<file path="src/rtl/sd_spi_shifter_if.sv">
// CPU-side register bus for the SD-card SPI shifter: select, strobes, address and data.
interface sd_spi_shifter_if;
    logic       adr;
    logic       cs;
    logic       we;
    logic       rd;
    logic [7:0] din;
    logic [7:0] dout;

    modport master (
        output adr,
        output cs,
        output we,
        output rd,
        output din,
        input  dout
    );

    modport slave (
        input  adr,
        input  cs,
        input  we,
        input  rd,
        input  din,
        output dout
    );
endinterface

</file>
<file path="src/rtl/sd_spi_shifter.sv">
// SPI mode-0 byte shifter for an SD card: data register at adr=0, control/status at adr=1,
// selectable slow/fast SCK divisor latched per transfer.
module sd_spi_shifter #(
    parameter int unsigned DIV_SLOW = 35,
    parameter int unsigned DIV_FAST = 1
) (
    input  logic              clk,
    input  logic              reset,
    sd_spi_shifter_if.slave   bus,
    input  logic              sd_dat,
    output logic              sd_clk,
    output logic              sd_cmd,
    output logic              sd_res
);

    localparam logic [5:0] DIV_SLOW_W = 6'(DIV_SLOW);
    localparam logic [5:0] DIV_FAST_W = 6'(DIV_FAST);

    typedef enum logic {
        ST_IDLE,
        ST_BUSY
    } state_t;

    state_t     state_q, state_d;
    logic       done_q, done_d;
    logic       speed_q, speed_d;
    logic       sd_res_q, sd_res_d;
    logic       sd_clk_q, sd_clk_d;
    logic       sd_cmd_q, sd_cmd_d;
    logic [2:0] bit_cnt_q, bit_cnt_d;
    logic [5:0] phase_q, phase_d;
    logic [5:0] div_q, div_d;
    logic [7:0] tx_q, tx_d;
    logic [7:0] rx_q, rx_d;
    logic [7:0] data_q, data_d;

    logic       busy;
    logic       data_wr;
    logic       ctrl_wr;
    logic       data_rd;

    assign busy    = (state_q == ST_BUSY);
    assign data_wr = bus.cs & bus.we & ~bus.adr;
    assign ctrl_wr = bus.cs & bus.we & bus.adr;
    assign data_rd = bus.cs & bus.rd & ~bus.adr;

    always_ff @(posedge clk or posedge reset) begin
        if (reset) begin
            state_q   <= ST_IDLE;
            done_q    <= 1'b0;
            speed_q   <= 1'b0;
            sd_res_q  <= 1'b1;
            sd_clk_q  <= 1'b0;
            sd_cmd_q  <= 1'b1;
            bit_cnt_q <= '0;
            phase_q   <= '0;
            div_q     <= DIV_SLOW_W;
            tx_q      <= '1;
            rx_q      <= '1;
            data_q    <= '1;
        end else begin
            state_q   <= state_d;
            done_q    <= done_d;
            speed_q   <= speed_d;
            sd_res_q  <= sd_res_d;
            sd_clk_q  <= sd_clk_d;
            sd_cmd_q  <= sd_cmd_d;
            bit_cnt_q <= bit_cnt_d;
            phase_q   <= phase_d;
            div_q     <= div_d;
            tx_q      <= tx_d;
            rx_q      <= rx_d;
            data_q    <= data_d;
        end
    end

    always_comb begin
        state_d   = state_q;
        done_d    = done_q;
        speed_d   = speed_q;
        sd_res_d  = sd_res_q;
        sd_clk_d  = sd_clk_q;
        sd_cmd_d  = sd_cmd_q;
        bit_cnt_d = bit_cnt_q;
        phase_d   = phase_q;
        div_d     = div_q;
        tx_d      = tx_q;
        rx_d      = rx_q;
        data_d    = data_q;

        if (ctrl_wr) begin
            sd_res_d = ~bus.din[0];
            speed_d  = bus.din[1];
        end

        // Read-clear comes first so a completion in the same cycle leaves done set.
        if (data_rd) begin
            done_d = 1'b0;
        end

        unique case (state_q)
            ST_IDLE: begin
                if (data_wr) begin
                    state_d   = ST_BUSY;
                    tx_d      = bus.din;
                    done_d    = 1'b0;
                    bit_cnt_d = '0;
                    sd_cmd_d  = bus.din[7];
                    phase_d   = '0;
                    div_d     = speed_q ? DIV_FAST_W : DIV_SLOW_W;
                end
            end
            ST_BUSY: begin
                if (phase_q == div_q) begin
                    phase_d  = '0;
                    sd_clk_d = ~sd_clk_q;
                    if (!sd_clk_q) begin
                        rx_d = {rx_q[6:0], sd_dat};
                    end else begin
                        bit_cnt_d = bit_cnt_q + 3'd1;
                        if (bit_cnt_q == 3'd7) begin
                            state_d  = ST_IDLE;
                            done_d   = 1'b1;
                            data_d   = rx_q;
                            sd_cmd_d = 1'b1;
                        end else begin
                            tx_d     = {tx_q[6:0], 1'b1};
                            sd_cmd_d = tx_q[6];
                        end
                    end
                end else begin
                    phase_d = phase_q + 6'd1;
                end
            end
            default: state_d = ST_IDLE;
        endcase
    end

    always_comb begin
        if (bus.adr) begin
            bus.dout = {busy, done_q, 4'b0000, speed_q, ~sd_res_q};
        end else begin
            bus.dout = data_q;
        end
    end

    assign sd_clk = sd_clk_q;
    assign sd_cmd = sd_cmd_q;
    assign sd_res = sd_res_q;

endmodule

</file>
<file path="src/flat_wrapper.sv">
// flat-port wrapper written by rule: the top's interface ports become plain ports
module sd_spi_shifter_flat 
#(
    parameter int unsigned DIV_SLOW = 35,
    parameter int unsigned DIV_FAST = 1
)
  (clk, reset, sd_dat, sd_clk, sd_cmd, sd_res, bus_adr, bus_cs, bus_we, bus_rd, bus_din, bus_dout);
  sd_spi_shifter_if bus_i ();
  input  logic clk;
  input  logic reset;
  input  logic sd_dat;
  output logic sd_clk;
  output logic sd_cmd;
  output logic sd_res;
  input wire logic [$bits(bus_i.adr)-1:0] bus_adr;
  input wire logic [$bits(bus_i.cs)-1:0] bus_cs;
  input wire logic [$bits(bus_i.we)-1:0] bus_we;
  input wire logic [$bits(bus_i.rd)-1:0] bus_rd;
  input wire logic [$bits(bus_i.din)-1:0] bus_din;
  output wire logic [$bits(bus_i.dout)-1:0] bus_dout;
  assign bus_i.adr = bus_adr;
  assign bus_i.cs = bus_cs;
  assign bus_i.we = bus_we;
  assign bus_i.rd = bus_rd;
  assign bus_i.din = bus_din;
  assign bus_dout = bus_i.dout;
  sd_spi_shifter #(.DIV_SLOW(DIV_SLOW), .DIV_FAST(DIV_FAST)) u_core (.clk(clk), .reset(reset), .bus(bus_i), .sd_dat(sd_dat), .sd_clk(sd_clk), .sd_cmd(sd_cmd), .sd_res(sd_res));
endmodule
</file>
<file path="config.mk">
export PLATFORM = sky130hd
export DESIGN_NAME = sd_spi_shifter_flat
export DESIGN_NICKNAME = d
export VERILOG_FILES = /design/src/rtl/sd_spi_shifter_if.sv /design/src/rtl/sd_spi_shifter.sv /design/src/flat_wrapper.sv
export SDC_FILE = /design/constraint.sdc
export NUM_CORES = 1
export LEC_CHECK = 0
export BUFFER_PORTS_ARGS = -buffer_cell sky130_fd_sc_hd__buf_4
export CAP_MARGIN = 20
export CORE_ASPECT_RATIO = 1.5
export CORE_UTILIZATION = 35
export CTS_BUF_LIST = sky130_fd_sc_hd__clkbuf_4 sky130_fd_sc_hd__clkbuf_8
export CTS_CLUSTER_SIZE = 20
export DETAILED_ROUTE_END_ITERATION = 10
export PLACE_DENSITY_LB_ADDON = 0.2
export RECOVER_POWER = 100
export SKIP_CTS_REPAIR_TIMING = 1
export SYNTH_ARGS = -nofsm -noshare
export SYNTH_HDL_FRONTEND = slang
export SYNTH_SLANG_ARGS = --single-unit
</file>
<file path="constraint.sdc">
create_clock -name clk -period 1.5 [get_ports clk]
set_input_delay 0.3 -clock clk [delete_from_list [all_inputs] [get_ports clk]]
set_output_delay 0.3 -clock clk [all_outputs]
set_load 0.05 [all_outputs]
</file>
==> results of run 1 <==
## cell usage in the layout (no fill, tap or decap), types with 2 or more instances in the layout
master	netlist	layout
sky130_fd_sc_hd__dfrtp_1	13	12
sky130_fd_sc_hd__a21oi_2	0	2
sky130_fd_sc_hd__clkbuf_8	0	7
sky130_fd_sc_hd__mux2_2	17	16
sky130_fd_sc_hd__nor3_1	2	2
sky130_fd_sc_hd__o21ai_0	7	7
sky130_fd_sc_hd__nor2b_2	0	4
sky130_fd_sc_hd__nand3b_1	2	2
sky130_fd_sc_hd__nand2_4	0	2
sky130_fd_sc_hd__nand2_1	17	16
sky130_fd_sc_hd__buf_6	2	5
sky130_fd_sc_hd__inv_1	2	3
sky130_fd_sc_hd__clkbuf_2	0	4
sky130_fd_sc_hd__clkbuf_4	0	4
sky130_fd_sc_hd__nor2_1	4	3
sky130_fd_sc_hd__nand3_1	7	7
sky130_fd_sc_hd__buf_4	0	37
sky130_fd_sc_hd__ha_1	3	3
sky130_fd_sc_hd__dfstp_2	26	26
sky130_fd_sc_hd__mux2_4	14	17
## flip-flops by register name, indices dropped and copies added (netlist names)
signal,count
u_core.sd_clk,1
u_core.sd_cmd,1
u_core.done_q,1
u_core.bit_cnt_q,3
u_core.rx_q,8
u_core.phase_q,6
u_core.data_q,8
u_core.sd_res,1
u_core.div_q,1
u_core.speed_q,1
u_core.tx_q,7
u_core.busy,1
## stage by stage
step | TNS, ns | cell area, um^2 | utilization [%]
floorplan | -3.30 | 1910 | -
global placement | -5.31 | 2310 | 44.8
detailed placement | -6.61 | 2310 | 44.8
CTS | -7.36 | 2420 | 46.8
global route | -7.39 | 2500 | 48.3
finish | -5.13 | 2500 | 48.3
## area by class of cell
cell class              count  share of cell area [%]
well taps                  68                    3.41
clock buffers               8                    4.16
inverters                   3                   0.451
multi-input cells         100                    35.3
flip-flops and latches     39                    40.5
repair buffers             52                    16.2
## worst max-delay path by stage
stage	start	to	slack (ns)	cells after the start
2_1_floorplan	u_core.phase_q[2]	u_core.tx_q[1]	-0.22	5
3_3_place_gp	u_core.phase_q[2]	u_core.rx_q[0]	-0.30	5
3_5_place_dp	u_core.phase_q[2]	u_core.rx_q[2]	-0.35	5
4_1_cts	u_core.phase_q[2]	u_core.rx_q[4]	-0.38	5
5_1_grt	u_core.phase_q[2]	u_core.rx_q[0]	-0.35	5
6_report	u_core.phase_q[2]	u_core.rx_q[4]	-0.28	5
## layer usage
layer	vias to the layer above	GRT usage, %
met5	-	0
met4	0	5.93
met2	27	25.2
li1	630	-
met3	12	3.81
met1	660	17.7
## kinds of logic (layout without fill, tap and decap cells)
| kind of cell | after synthesis | after routing | share of synthesized area [%] |
|---|---|---|---|
| fa+ha+maj | 3 | 3 | 1.98 |
| buf+inv | 10 | 63 | 2.84 |
| compound gates | 18 | 18 | 6.48 |
| flops | 39 | 39 | 53.3 |
| simple gates | 43 | 44 | 12.0 |
| xor+xnor | 2 | 2 | 0.926 |
| mux | 33 | 33 | 22.4 |
## critical path, stage by stage, from the launching register on
cell                      delay, ns
sky130_fd_sc_hd__dfrtp_2       0.44
sky130_fd_sc_hd__nor4b_4       0.36
sky130_fd_sc_hd__o21ai_2       0.10
sky130_fd_sc_hd__or3_1         0.34
sky130_fd_sc_hd__buf_6         0.17
sky130_fd_sc_hd__mux2_4        0.30
## power breakdown
| group | switching [mW] | internal, mW | leakage (nW) |
|---|---|---|---|
| sequential | 0.254 | 1.55 | 0.432 |
| combinational | 0.625 | 0.807 | 0.703 |
| clock | 0.357 | 0.438 | 0.0549 |
==> results.py, run 1 <==
metrics = {
    "outcome": {
        "outcome": "finished with violations",
        "violated_checks": "setup timing",
    },
    "die": {
        "core_area_um2": 5160,
        "rows": 32,
        "die_height_um": 92.0,
        "total_die_area_um2": 5710,
        "floorplan.io_pins": 26,
        "die_x_um": 62.0,
        "floorplan.initialDensity_pct": 36.6,
    },
    "cells_and_area": {
        "drive_gt1_share_pct": 65.8,
        "area_overhead_of_the_layout_relative_to_synthesis_pct": 31.9,
        "layout.filler_cells": 470,
        "final_cells": 270,
        "footprint_of_the_flip_flops_and_latches_um2": 1010,
        "antenna_cell_count": 0,
        "footprint_of_the_multi_input_gates_um2": 881,
        "final_net_count": 219,
    },
    "grt": {
        "grt_antenna_before_repair": 0,
        "grt_pass1_wl_um": 6320,
        "global_route.usage.total_pct": 15.1,
        "via_count_of_the_first_global_routing_pass": 1360,
        "pin_count_of_the_biggest_net_entering_global_routing": 26,
        "overflow": 0,
    },
    "yosys": {
        "share_of_flip_flops_with_an_asynchronous_set_or_reset_after_synthesis_pct": 100,
        "yosysMostFrequentCell": "sky130_fd_sc_hd__dfstp_2",
        "synth-seq-area-share_pct": 53.3,
        "synth_nets": 166,
        "synth_cells": 148,
        "synth_common_cells": "sky130_fd_sc_hd__dfstp_2 (26), sky130_fd_sc_hd__mux2_2 (17), sky130_fd_sc_hd__nand2_1 (17)",
        "synthesis.yosys.warnings": 0,
        "synth_top_cells_by_area": "sky130_fd_sc_hd__dfstp_2 (36%), sky130_fd_sc_hd__dfrtp_1 (17%), sky130_fd_sc_hd__mux2_4 (11%)",
        "post_synth_edffs": 0,
        "synth_seq_cells": 39,
        "post_synth_instance_area_um2": 1890,
        "synth_largest_area_cell": "sky130_fd_sc_hd__dfstp_2",
        "dominantRegCellSynth": "sky130_fd_sc_hd__dfstp_2",
        "average_cell_area_after_synthesis_um2": 12.8,
        "yosysUniqueCellTypes": 37,
        "synth_largest_type_area_fraction_pct": 36.1,
    },
    "clock_network": {
        "clk-insertion-delay-late_ns": 0.29,
        "worst_setup_hold_path_clk_slew_ns": 0.08,
        "h-tree-depth": 2,
        "tritoncts": "yes",
        "ctsRootBufferMaster": "sky130_fd_sc_hd__clkbuf_8",
        "cts_made_buffers": 5,
        "clockBufferDepth": 2,
        "clock_sink_count": 39,
    },
    "critical_path": {
        "critical_path.reg2reg.startpoint": "u_core.phase_q[2]",
        "critPathRequiredTime_ns": 1.72,
        "path_class": "flip-flop to flip-flop",
        "end_kind": "flip-flop",
        "timing.critical_path.fanout_max": 9,
        "reg2reg_to": "u_core.rx_q[4]",
        "reg2reg_setup_slack_ns": -0.28,
        "critPathLaunchType": "flip-flop",
        "critical_path_arrival_ns": 2.00,
        "rr_worst_depth": 5,
    },
    "timing": {
        "skew_ns": 0.00613,
        "setup-violations-final": 29,
        "fin_crit_ns": 1.78,
        "slew_headroom_pct": 71.4,
        "final.setup.worst_slack_ns": -0.284,
        "worst-slew-pin-transition_ns": 0.429,
        "maxClockFrequency_mhz": 560,
        "rsz0062_at_grt": "true",
        "fin_crit_sh_pct": 119,
        "timing_hold_violations_final": 0,
        "finalHoldWorstSlack_ns": 0.193,
        "slew_violations": 0,
    },
    "power": {
        "power.density_nw_per_um2": 1620,
        "power.total_mw": 4.03,
        "max-vdd-ir-drop_v": 0.000772,
        "power.leakage_nw": 1.19,
    },
    "detailed_routing": {
        "drt_pass1_iterations": 4,
        "met2WireLength_um": 2200,
        "wl_um": 4060,
        "detailroute.via_count": 1329,
        "drc": 0,
        "drt-initial-drc-count": 21,
        "dr.max_layer_used": "met4",
        "routedWlPerCell_um": 15.0,
        "antenna_left": 0,
        "post_drt_via_cell_ratio": 4.92,
        "wl_met1_um": 1630,
        "wl_met3_um": 125,
    },
    "min_path": {
        "worstHoldPathCells": 2,
        "min_from": "bus_din[0]",
        "min_delay_worst_endpoint": "u_core.sd_res",
        "min_path_type": "input port to flip-flop",
    },
    "placed_design": {
        "routability_congestion": 0.693,
        "placed_cells": 255,
        "dp_hpwl_um": 2860,
        "setup_slack_after_placement_ns": -0.354,
        "buffer_ports.inserted": 25,
    },
    "job": {
        "timing.max_cap.violations": 0,
    },
}
No activity file was read; power rests on OpenSTA's default activity.
==> run 2, diff against run 1 <==
- CORE_UTILIZATION: 35 -> 30
==> run 2 against run 1 <==
Against the previous run:
- the run still ends with setup timing left
- global-route usage down 1.8 points
- design area unchanged
- flip-flop and latch count unchanged
- register-to-register slack better by 0.04 ns
- utilization shrank 7.6 points
- highest routed layer unchanged
- total power decreased by 0.64%
- critical path type unchanged
- die area increased by 16%
- clock-buffer cell count down 2
- sequential power barely moved
- combinational power is 3% higher
- clock skew decreased by 0.0029 ns
- wire length shrank 0.76%
==> results.py, run 2 (same netlist as run 1, synthesis figures left out) <==
metrics = {
    "outcome": {
        "outcome": "finished with violations",
        "violated_checks": "setup timing",
    },
    "detailed_routing": {
        "detailroute.via_count": 1315,
        "met2WireLength_um": 2130,
        "dr.max_layer_used": "met4",
        "antenna_left": 0,
        "drt-initial-drc-count": 10,
        "drt_pass1_iterations": 6,
        "wl_um": 4030,
        "drc": 0,
        "wl_met3_um": 181,
        "post_drt_via_cell_ratio": 4.80,
        "routedWlPerCell_um": 14.7,
        "wl_met1_um": 1640,
    },
    "critical_path": {
        "critPathLaunchType": "flip-flop",
        "end_kind": "flip-flop",
        "critPathRequiredTime_ns": 1.73,
        "rr_worst_depth": 6,
        "crit_cells": 6,
        "timing.critical_path.fanout_max": 9,
        "critical_path_arrival_ns": 1.97,
        "path_class": "flip-flop to flip-flop",
        "worst_path_largest_cell_delay_ns": 0.41,
        "cpMaxStageDelayCell": "sky130_fd_sc_hd__dfrtp_1",
        "worstPathCellList": "nor3_2 -> buf_4 -> o21ai_2 -> or3_1 -> buf_6 -> mux2_4",
        "cp_top_family": "simple AND/OR/NAND/NOR gates",
        "path_buf_inv": 2,
    },
    "timing": {
        "final.setup.worst_slack_ns": -0.240,
        "maxClockFrequency_mhz": 575,
        "fin_crit_ns": 1.74,
        "slew_headroom_pct": 36.1,
        "skew_ns": 0.00325,
        "worst-slew-pin-transition_ns": 0.958,
        "slew_violations": 0,
        "timing_hold_violations_final": 0,
        "setup-violations-final": 29,
        "fin_crit_sh_pct": 116,
        "rsz0062_at_grt": "true",
    },
    "placed_design": {
        "routability_congestion": 0.719,
        "setup_slack_after_placement_ns": -0.276,
        "buffer_ports.inserted": 25,
        "dp_hpwl_um": 2810,
    },
    "power": {
        "power.density_nw_per_um2": 1610,
        "power.total_mw": 4.01,
        "max-vdd-ir-drop_v": 0.000864,
        "power.leakage_nw": 1.17,
    },
    "clock_network": {
        "cts_made_buffers": 5,
        "clockBufferDepth": 2,
        "h-tree-depth": 2,
        "clk-insertion-delay-late_ns": 0.29,
        "ctsRootBufferMaster": "sky130_fd_sc_hd__clkbuf_8",
        "clock_sink_count": 39,
        "tritoncts": "yes",
        "worst_setup_hold_path_clk_slew_ns": 0.08,
    },
    "grt": {
        "via_count_of_the_first_global_routing_pass": 1393,
        "global_route.usage.total_pct": 13.3,
        "grt_antenna_before_repair": 0,
        "overflow": 0,
        "pin_count_of_the_biggest_net_entering_global_routing": 40,
        "grt_pass1_wl_um": 6620,
    },
    "die": {
        "floorplan.io_pins": 26,
        "floorplan.initialDensity_pct": 30.9,
        "total_die_area_um2": 6630,
        "rows": 35,
        "die_height_um": 99.3,
        "core_area_um2": 6130,
        "die_x_um": 66.8,
    },
    "cells_and_area": {
        "final_net_count": 217,
        "area_overhead_of_the_layout_relative_to_synthesis_pct": 31.9,
        "drive_gt1_share_pct": 67.0,
        "antenna_cell_count": 0,
        "layout_commonest_cell": "sky130_fd_sc_hd__buf_4",
        "most-common-layout-cells": "sky130_fd_sc_hd__buf_4 (41), sky130_fd_sc_hd__dfstp_2 (26), sky130_fd_sc_hd__mux2_4 (16), sky130_fd_sc_hd__mux2_2 (16), sky130_fd_sc_hd__nand2_1 (16)",
        "final_core_util_pct": 40.7,
        "top_regs": "u_core.data_q (8), u_core.rx_q (8), u_core.tx_q (7)",
        "layout.filler_cells": 623,
    },
    "min_path": {
        "min_path_type": "input port to flip-flop",
        "worstHoldPathCells": 2,
    },
    "job": {
        "timing.max_cap.violations": 0,
    },
}
run 2: cell count changes in the layout (fill, tap and decap cells not counted), sizes merged:
cell / before / now
clkinv: 0 / 1
dlygate4sd3: 1 / 0
clkinvlp: 0 / 1
buf: 43 / 48
clkbuf: 16 / 9
nand2: 19 / 18
run 2: path summary, 6_finish.rpt:
path,slack [ns],to,start
max,-0.24,u_core.rx_q[6],u_core.phase_q[1]
min,0.18,u_core.sd_res,bus_din[0]
max reg2reg,-0.24,u_core.rx_q[6],u_core.phase_q[1]
min reg2reg,0.47,u_core.div_q[1],u_core.speed_q
max in group asynchronous,0.61,u_core.phase_q[4],reset
min in group asynchronous,0.31,u_core.sd_clk,reset
run 2: layout make-up:
| class | instances | area [um^2] | area share [%] |
|---|---|---|---|
| tap | 74 | 92.6 | 3.71 |
| clock inverter | 2 | 12.5 | 0.501 |
| inverter | 3 | 11.3 | 0.451 |
| timing repair buffer | 51 | 410 | 16.4 |
| clock buffer | 6 | 76.3 | 3.06 |
| sequential | 39 | 1010 | 40.4 |
| multi-input combinational | 99 | 885 | 35.4 |
run 2: routing by layer:
metal | up-vias | GRT usage, %
li1 | 619 | -
met1 | 654 | 15.1
met2 | 34 | 23.2
met3 | 8 | 3.44
met4 | 0 | 5.40
met5 | - | 0
run 2: stage by stage:
stage	cells	hold slack [ns]	TNS (ns)	cell area, um^2
2_1_floorplan	148	0.375	-3.30	1910
3_3_place_gp	261	0.450	-3.94	2310
3_5_place_dp	261	0.458	-4.74	2310
4_1_cts	269	0.145	-5.30	2400
5_1_grt	274	0.191	-6.89	2500
6_report	274	0.180	-5.09	2500
run 2: power breakdown:
| group | switching (mW) | leakage [nW] | internal (mW) |
|---|---|---|---|
| combinational | 0.620 | 0.688 | 0.852 |
| sequential | 0.260 | 0.433 | 1.55 |
| clock | 0.383 | 0.0446 | 0.343 |
==> run 3, diff against run 2 <==
--- a/config.mk
+++ b/config.mk
@@ -10,5 +10,5 @@
 export CORE_ASPECT_RATIO = 1.5
 export CORE_UTILIZATION = 30
-export CTS_BUF_LIST = sky130_fd_sc_hd__clkbuf_4 sky130_fd_sc_hd__clkbuf_8
+export CTS_BUF_LIST = sky130_fd_sc_hd__clkbuf_8
 export CTS_CLUSTER_SIZE = 20
 export DETAILED_ROUTE_END_ITERATION = 10
==> constraint.sdc (replaced) <==
create_clock -name clk -period 1.5 [get_ports clk]
set_input_delay 0.3 -clock clk [delete_from_list [all_inputs] [get_ports clk]]
set_output_delay 0.3 -clock clk [all_outputs]
set_load 0.02 [all_outputs]
==> run 3 against run 2 <==
Against the previous run:
- the run still ends with setup timing left
- critical path depth shrank 1
- cell count grew 0.36%
- total power grew 1.4%
- design area shrank 0.80%
- sequential power is essentially flat
- clock-buffer cell count is the same
- hold slack gained 0.0070 ns
- sequential share of layout area grew 0.33 points
- register-to-register slack lost 0.03 ns
- worst setup slack lost 0.032 ns
- non-clock buffer count grew 1
- clock skew grew 0.0020 ns
==> results.py, run 3 (same netlist as run 1, synthesis figures left out) <==
metrics = {
    "outcome": {
        "outcome": "finished with violations",
        "violated_checks": "setup timing",
    },
    "placed_design": {
        "dp_hpwl_um": 2710,
        "routability_congestion": 0.777,
        "setup_slack_after_placement_ns": -0.278,
        "buffer_ports.inserted": 25,
    },
    "die": {
        "floorplan.io_pins": 26,
        "core_area_um2": 6130,
        "die_height_um": 99.3,
        "total_die_area_um2": 6630,
        "die_x_um": 66.8,
        "rows": 35,
        "floorplan.initialDensity_pct": 30.9,
    },
    "cells_and_area": {
        "most-common-layout-cells": "sky130_fd_sc_hd__buf_4 (43), sky130_fd_sc_hd__dfstp_2 (24), sky130_fd_sc_hd__nand2_1 (17)",
        "final_net_count": 218,
        "top_regs": "u_core.data_q (8), u_core.rx_q (8), u_core.tx_q (7)",
        "footprint_of_the_flip_flops_and_latches_um2": 1010,
        "layout.filler_cells": 593,
        "antenna_cell_count": 0,
        "final_core_util_pct": 40.4,
        "layout_commonest_cell": "sky130_fd_sc_hd__buf_4",
        "drive_gt1_share_pct": 60.2,
        "footprint_of_the_multi_input_gates_um2": 853,
        "area_overhead_of_the_layout_relative_to_synthesis_pct": 30.9,
    },
    "power": {
        "p_switching_mw": 1.14,
        "p_seq_share_pct": 44.2,
        "power_frac_clock_pct": 22.4,
        "power.internal_mw": 2.92,
        "p_sw_share_pct": 28.1,
        "power.leakage_nw": 1.17,
        "power.density_nw_per_um2": 1640,
        "max-vdd-ir-drop_v": 0.000811,
        "power.share.combinational_pct": 33.4,
    },
    "timing": {
        "worst-slew-pin-transition_ns": 0.962,
        "slew_violations": 0,
        "fin_crit_ns": 1.77,
        "setup-violations-final": 33,
        "fin_crit_sh_pct": 118,
        "slew_headroom_pct": 35.9,
        "skew_ns": 0.00527,
        "rsz0062_at_grt": "true",
        "final.setup.worst_slack_ns": -0.271,
        "maxClockFrequency_mhz": 565,
        "timing_hold_violations_final": 0,
    },
    "critical_path": {
        "path_class": "flip-flop to flip-flop",
        "timing.critical_path.fanout_max": 9,
        "critPathRequiredTime_ns": 1.72,
        "critical_path_arrival_ns": 1.99,
        "end_kind": "flip-flop",
        "rr_worst_depth": 5,
        "crit_path_end": "u_core.rx_q[6]",
        "critical_path.reg2reg.startpoint": "u_core.phase_q[2]",
        "reg2reg_to": "u_core.rx_q[6]",
        "critPathLaunchType": "flip-flop",
        "crit_start": "u_core.phase_q[2]",
        "reg2reg_setup_slack_ns": -0.27,
    },
    "grt": {
        "pin_count_of_the_biggest_net_entering_global_routing": 40,
        "grt_antenna_before_repair": 0,
        "overflow": 0,
        "via_count_of_the_first_global_routing_pass": 1319,
        "global_route.usage.total_pct": 12.8,
        "grt_pass1_wl_um": 6310,
    },
    "detailed_routing": {
        "routedWlPerCell_um": 14.3,
        "drc": 0,
        "post_drt_via_cell_ratio": 4.77,
        "detailroute.via_count": 1313,
        "wl_um": 3930,
        "antenna_left": 0,
        "drt_pass1_iterations": 4,
        "drt-initial-drc-count": 49,
    },
    "clock_network": {
        "worst_setup_hold_path_clk_slew_ns": 0.08,
        "ctsRootBufferMaster": "sky130_fd_sc_hd__clkbuf_8",
        "clockBufferDepth": 2,
        "clock_sink_count": 39,
        "cts_made_buffers": 5,
        "clk-insertion-delay-late_ns": 0.29,
        "tritoncts": "yes",
        "h-tree-depth": 2,
    },
    "job": {
        "timing.max_cap.violations": 0,
    },
    "min_path": {
        "min_path_type": "input port to flip-flop",
    },
}
==> run 3: changes by cell type in the layout (fill, tap and decap cells not counted), sizes merged <==
cell	change
buf	-2
clkbuf	+3
bufinv	+1
clkinvlp	-1
==> run 3: worst max-delay path, cell delays in order, from the launching register on <==
cell and delay (ns):
sky130_fd_sc_hd__dfrtp_1 0.42, sky130_fd_sc_hd__nor4b_4 0.37, sky130_fd_sc_hd__o21ai_2 0.11, sky130_fd_sc_hd__or3_4 0.35
sky130_fd_sc_hd__buf_12 0.16, sky130_fd_sc_hd__mux2_4 0.29
==> run 3: layout make-up <==
cell class                 count  area share [%]
multi-input combinational     99            34.5
clock inverter                 2            1.41
timing repair buffer          52            15.9
sequential                    39            40.7
tap                           74            3.74
inverter                       3           0.455
clock buffer                   6            3.34
==> run 3: worst min-delay path by stage <==
stage	cells after the start	to	slack [ns]	from
global route	2	u_core.sd_res	0.21	bus_din[0]
detailed placement	2	u_core.tx_q[0]	0.45	u_core.tx_q[0]
floorplan	1	u_core.sd_res	0.38	bus_din[0]
CTS	3	u_core.bit_cnt_q[1]	0.14	reset
global placement	3	u_core.done_q	0.45	reset
finish	2	u_core.sd_res	0.19	bus_din[0]
==> run 3: routing by layer <==
| layer | track usage (%) | wire [um] |
|---|---|---|
| met5 | 0 | 0 |
| met4 | 6.06 | 83 |
| met3 | 3.10 | 156 |
| met2 | 21.7 | 2030 |
| met1 | 14.8 | 1660 |
==> run 3: power by group through the flow <==
stage | registers [mW] | clock network [mW] | logic, mW
floorplan | 1.81 | 0 | 0.831
global placement | 1.80 | 0 | 1.27
detailed placement | 1.81 | 0 | 1.30
CTS | 1.79 | 0.930 | 1.31
global route | 1.84 | 0.965 | 1.49
finish | 1.80 | 0.909 | 1.36
==> run 3: metrics by stage <==
stage	total power, mW	instance area [um^2]	hold slack [ns]	cells	TNS [ns]
after floorplan	2.64	1900	0.375	148	-2.96
after global placement	3.07	2290	0.446	260	-4.07
after detailed placement	3.12	2290	0.455	260	-4.74
after CTS	4.04	2410	0.142	268	-5.27
after global routing	4.29	2480	0.208	275	-7.68
final	4.06	2480	0.187	275	-5.71
